`config.mk`:
```
export PLATFORM = sky130hd
export DESIGN_NAME = uart_tx_frame
export DESIGN_NICKNAME = d
export VERILOG_FILES = /design/src/rtl/uart_pkg.sv /design/src/rtl/uart_parity_calc.sv /design/src/rtl/uart_tx_frame.sv
export SDC_FILE = /design/constraint.sdc
export NUM_CORES = 1
export LEC_CHECK = 0
export BUFFER_PORTS_ARGS = -buffer_cell sky130_fd_sc_hd__buf_2
export CELL_PAD_IN_SITES_DETAIL_PLACEMENT = 1
export CELL_PAD_IN_SITES_GLOBAL_PLACEMENT = 1
export CORE_MARGIN = 2
export CORE_UTILIZATION = 40
export DETAILED_ROUTE_END_ITERATION = 12
export PLACE_DENSITY = 0.8
export SYNTH_ARGS = -nofsm -noshare
export SYNTH_HDL_FRONTEND = slang
export SYNTH_SLANG_ARGS = --single-unit
export TNS_END_PERCENT = 5
```
`constraint.sdc`:
```
create_clock -name clk -period 3 [get_ports clk]
set_input_delay 0.3 -clock clk [delete_from_list [all_inputs] [get_ports clk]]
set_output_delay 0.3 -clock clk [all_outputs]
set_load 0.02 [all_outputs]
```
`src/rtl/uart_pkg.sv`:
```
// Shared UART definitions: transmit FSM states and serial line levels.
package uart_pkg;

  typedef enum logic [2:0] {
    IDLE,
    START,
    DATA,
    PARITY,
    STOP
  } tx_state_t;

  localparam logic UART_IDLE_LVL  = 1'b1;
  localparam logic UART_START_LVL = 1'b0;
  localparam logic UART_STOP_LVL  = 1'b1;

endpackage

```
`src/rtl/uart_parity_calc.sv`:
```
// Combinational UART parity: par_typ 0 gives even parity, 1 gives odd parity.
module uart_parity_calc #(
  parameter int DATA_WIDTH = 8
) (
  input  logic [DATA_WIDTH-1:0] data,
  input  logic                  par_typ,
  output logic                  parity
);

  assign parity = (^data) ^ par_typ;

endmodule

```
`src/rtl/uart_tx_frame.sv`:
```
// UART transmit framer: start, LSB-first data, optional parity, stop; PRESCALE clocks per bit.
// Define UART_TX_PARITY_EN to include the parity bit in every frame.
module uart_tx_frame
  import uart_pkg::*;
#(
  parameter int DATA_WIDTH = 8,
  parameter int PRESCALE   = 8
) (
  input  logic                  clk,
  input  logic                  rst,
  input  logic [DATA_WIDTH-1:0] p_data,
  input  logic                  data_valid,
  input  logic                  par_typ,
  output logic                  tx_out,
  output logic                  busy
);

  localparam int PS_W  = (PRESCALE > 1) ? $clog2(PRESCALE) : 1;
  localparam int BIT_W = $clog2(DATA_WIDTH);
  localparam logic [PS_W-1:0]  PS_LAST  = PS_W'(PRESCALE - 1);
  localparam logic [BIT_W-1:0] BIT_LAST = BIT_W'(DATA_WIDTH - 1);

  tx_state_t             state, state_nxt;
  logic [PS_W-1:0]       ps_cnt, ps_nxt;
  logic [BIT_W-1:0]      bit_cnt, bit_nxt;
  logic [DATA_WIDTH-1:0] shift_reg, shift_nxt;
  logic                  par_typ_q, par_typ_nxt;
  logic                  tx_nxt;
  logic                  ps_done;
  logic                  par_lvl;

`ifdef UART_TX_PARITY_EN
  // The shift register rotates rather than shifts, so its XOR still equals the accepted word's.
  uart_parity_calc #(
    .DATA_WIDTH(DATA_WIDTH)
  ) u_parity (
    .data   (shift_reg),
    .par_typ(par_typ_q),
    .parity (par_lvl)
  );
`else
  logic unused_par_typ;
  assign unused_par_typ = par_typ_q;
  assign par_lvl        = UART_STOP_LVL;
`endif

  assign busy = (state != IDLE);

  always_comb begin
    state_nxt   = state;
    ps_nxt      = ps_cnt;
    bit_nxt     = bit_cnt;
    shift_nxt   = shift_reg;
    par_typ_nxt = par_typ_q;
    tx_nxt      = UART_IDLE_LVL;
    ps_done     = (ps_cnt == PS_LAST);

    if (state != IDLE) begin
      ps_nxt = ps_done ? '0 : ps_cnt + 1'b1;
    end

    case (state)
      IDLE: begin
        if (data_valid) begin
          state_nxt   = START;
          shift_nxt   = p_data;
          par_typ_nxt = par_typ;
        end
      end
      START: begin
        if (ps_done) state_nxt = DATA;
      end
      DATA: begin
        if (ps_done) begin
          shift_nxt = {shift_reg[0], shift_reg[DATA_WIDTH-1:1]};
          if (bit_cnt == BIT_LAST) begin
            bit_nxt   = '0;
`ifdef UART_TX_PARITY_EN
            state_nxt = PARITY;
`else
            state_nxt = STOP;
`endif
          end else begin
            bit_nxt = bit_cnt + 1'b1;
          end
        end
      end
      PARITY: begin
        if (ps_done) state_nxt = STOP;
      end
      STOP: begin
        if (ps_done) state_nxt = IDLE;
      end
      default: state_nxt = IDLE;
    endcase

    // Line level is decided from the upcoming state so tx_out is a clean register output.
    case (state_nxt)
      IDLE:    tx_nxt = UART_IDLE_LVL;
      START:   tx_nxt = UART_START_LVL;
      DATA:    tx_nxt = shift_nxt[0];
      PARITY:  tx_nxt = par_lvl;
      default: tx_nxt = UART_STOP_LVL;
    endcase
  end

  always_ff @(posedge clk or negedge rst) begin
    if (!rst) begin
      state     <= IDLE;
      ps_cnt    <= '0;
      bit_cnt   <= '0;
      shift_reg <= '0;
      par_typ_q <= 1'b0;
      tx_out    <= UART_IDLE_LVL;
    end else begin
      state     <= state_nxt;
      ps_cnt    <= ps_nxt;
      bit_cnt   <= bit_nxt;
      shift_reg <= shift_nxt;
      par_typ_q <= par_typ_nxt;
      tx_out    <= tx_nxt;
    end
  end

endmodule

```
==> reports/metrics.cfg <==
[worst_setup_path]
cp-end-kind=register
required_ps=3220
cp_slowest_cell=dfrtp_1
slowest_delay_ps=390
cp_max_fo=8
crit_chain=ha_1, ha_1, nor4bb_1, buf_4, or2_1, nor2_1, nor2_1
r2r_cells=7
worstPathArrival_ps=2090
r2r_end=shift_reg[5]
r2r_setup_slack_ps=1140
rr_startpoint=ps_cnt[0]
critPathKind=register to register
cp-start-kind=register

[min_path]
min_from=p_data[2]
worstHoldEndpoint=shift_reg[2]
min_delay_path_depth=3
hold_path.class=input port to register

[power_and_ir_drop]
cellPowerDensity_mw_per_mm2=394
p_leak_nw=0.495
vdd_drop_max_mv=0.290
fin_total_pwr_uw=424

[drt]
drcViolationCount=0
wl_mm=1.78
vias=690
drtIter0Drc=11
drt.antenna.violating_nets=0
wl_per_cell_um=13.9
drt_pass1_iterations=4
via_per_inst=5.39

[synthesis]
synthAdderAreaFrac_pct=6.47
synth-seq-area-share_pct=46.7
syn_area_sq_um=967
yosys.area.top_type_share_pct=44.0
synth_area_leaders=dfrtp_1 44%, ha_1 6.5%, mux2_1 5.8%
yosys.area_share.xor_xnor_pct=0.906
synth_flop_cell=dfrtp_1
syn-num-nets=104
synth-async-reset-ratio_pct=100
yosysMostFrequentCell=dfrtp_1
yosysWarnings=0
synthCells=87
synth_edf_count=0
synth_top_area_cell=dfrtp_1
muxShareOfSynthArea_pct=6.86
synth-simple-area-share_pct=15.1
synth.ff_latch_count=18
synthTopCellsByCount=17 x dfrtp_1, 8 x inv_1, 7 x a22oi_1
avgSynthCellArea_sq_um=11.1
synth_top_family_by_area=compound AO/OA/AOI/OAI gates
synth_cell_types=32
synth_compound_area_share_pct=16.8

[final_layout]
fin_cells=128
multiInputGateArea_sq_um=447
drive_above_1_share_pct=23.0
regArea_sq_um=452
largest_reg_flops=8
num-fill-cells=260
area_delta_synth_final_pct=11.4
final_nets=118
antenna_cells=0
final_cell_area_sq_mm=0.00108

[floorplan]
num_rows=17
core_sq_mm=0.00225
die_h_um=53.2
num_io_pins=14
start_util_pct=42.9
die_x_um=53.2
design.die.area_sq_mm=0.00283

[sta]
drv_slew=0
skew_ps=3.53
period_share_pct=62.1
fmax_mhz=537
tightest_slew_ps=484
grt_setup_unrepaired=false
setup_viol=0
timing.hold.ws_ps=256
hold_violations=0
min_period_ps=1860
finalSetupTns_ps=0
slew_headroom_pct=67.6

[global_routing]
antenna_found_initial=0
grt_max_degree=19
first_global_vias=668
groute.usage.overall_pct=15.1
grt_overflow=0
grt_pass1_wl_mm=3.04

[cts]
cts.sinks=18
cts_resized=0
cts_tree=yes
clkTransAtPathRegs_ps=100
cts-htree-levels=1
clockBufferDepth=2
insertion_delay_ps=290
root_buffer=clkbuf_4
cts_buffers=3

[run]
drv_cap=0

[place]
place_area_sq_mm=0.00103
post-dp-hpwl_mm=1.38
gp_congestion=0.721
io_buffers=12
place_inst=123

[outcome]
status=finished, final reports clean

[per-layer routing]
layer	vias up	wire length (um)	GRT usage [%]
met4	0	16	7.69
li1	333	-	-
met2	9	905	24.2
met5	-	0	0
met3	2	37	1.69
met1	346	816	20.0
[area by class of cell]
| cell class | count | area share (%) |
|---|---|---|
| Inverter | 8 | 2.79 |
| Clock buffer | 4 | 3.37 |
| Timing Repair Buffer | 14 | 7.20 |
| Sequential cell | 18 | 41.9 |
| Tap cell | 28 | 3.25 |
| Multi-Input combinational cell | 56 | 41.5 |
[power by group]
group | switching [mW] | leakage, nW | internal, mW
Combinational | 0.0124 | 0.266 | 0.0106
Sequential | 0.00422 | 0.208 | 0.251
Clock | 0.0724 | 0.0210 | 0.0739
[repair_timing]
action	in CTS	in global routing
setup endpoints to repair	0	0
buffers inserted	0	0
hold endpoints to repair	17	0
hold buffers	1	0
[metrics by stage]
| stage | util, % | worst slack, ps |
|---|---|---|
| final | 47.8 | 1140 |
| after global routing | 47.8 | 934 |
| after floorplan | - | 1330 |
| after detailed placement | 45.7 | 1150 |
| after global placement | 45.7 | 1220 |
| after CTS | 47.8 | 1110 |
[placed cells by master, fill, tap and decap left out]
cell type	n
buf_2	12
a21oi_2	1
nor4bb_1	1
a22oi_1	7
or3b_1	1
and2_1	1
or2_1	2
nor2_1	4
dfrtp_1	17
clkbuf_8	1
a21oi_1	2
o22a_1	1
a21o_1	1
mux2_1	5
o32ai_2	1
dlygate4sd3_1	1
a31oi_1	1
clkbuf_4	3
nor3_1	1
nand2b_1	5
o32ai_1	1
ha_1	5
dfstp_2	1
inv_1	8
mux2i_1	1
nor4b_4	1
and4bb_2	1
buf_4	1
nand2_1	3
o31ai_1	1
xnor2_1	1
o22ai_1	1
o21ai_1	6
nor3_2	1
[worst max-delay path: cells and delay by family, from the launching register on]
family / cells / cell delay (ps)
adders and majority gates: 2 / 440
buffers and inverters: 1 / 210
DFF: 1 / 390
and+or+nand+nor: 4 / 750
[kinds of logic (layout without fill, tap and decap cells)]
family / Yosys count / in the layout
xor gates and xnor gates: 1 / 1
and+or+nand+nor: 21 / 21
adders and majority gates: 5 / 5
AOI/OAI and AO/OA: 23 / 23
DFF: 18 / 18
muxes: 6 / 6
buffers and inverters: 13 / 26
[worst max-delay path by stage]
stage / to / cells past startpoint / start / slack [ps]
3_3_place_gp: tx_out / 6 / ps_cnt[0] / 1220
6_report: shift_reg[5] / 7 / ps_cnt[0] / 1140
2_1_floorplan: shift_reg[5] / 8 / ps_cnt[0] / 1330
4_1_cts: shift_reg[5] / 7 / ps_cnt[0] / 1110
5_1_grt: shift_reg[5] / 7 / ps_cnt[0] / 930
3_5_place_dp: shift_reg[7] / 6 / ps_cnt[0] / 1150
No activity file was read; power rests on OpenSTA's default activity.
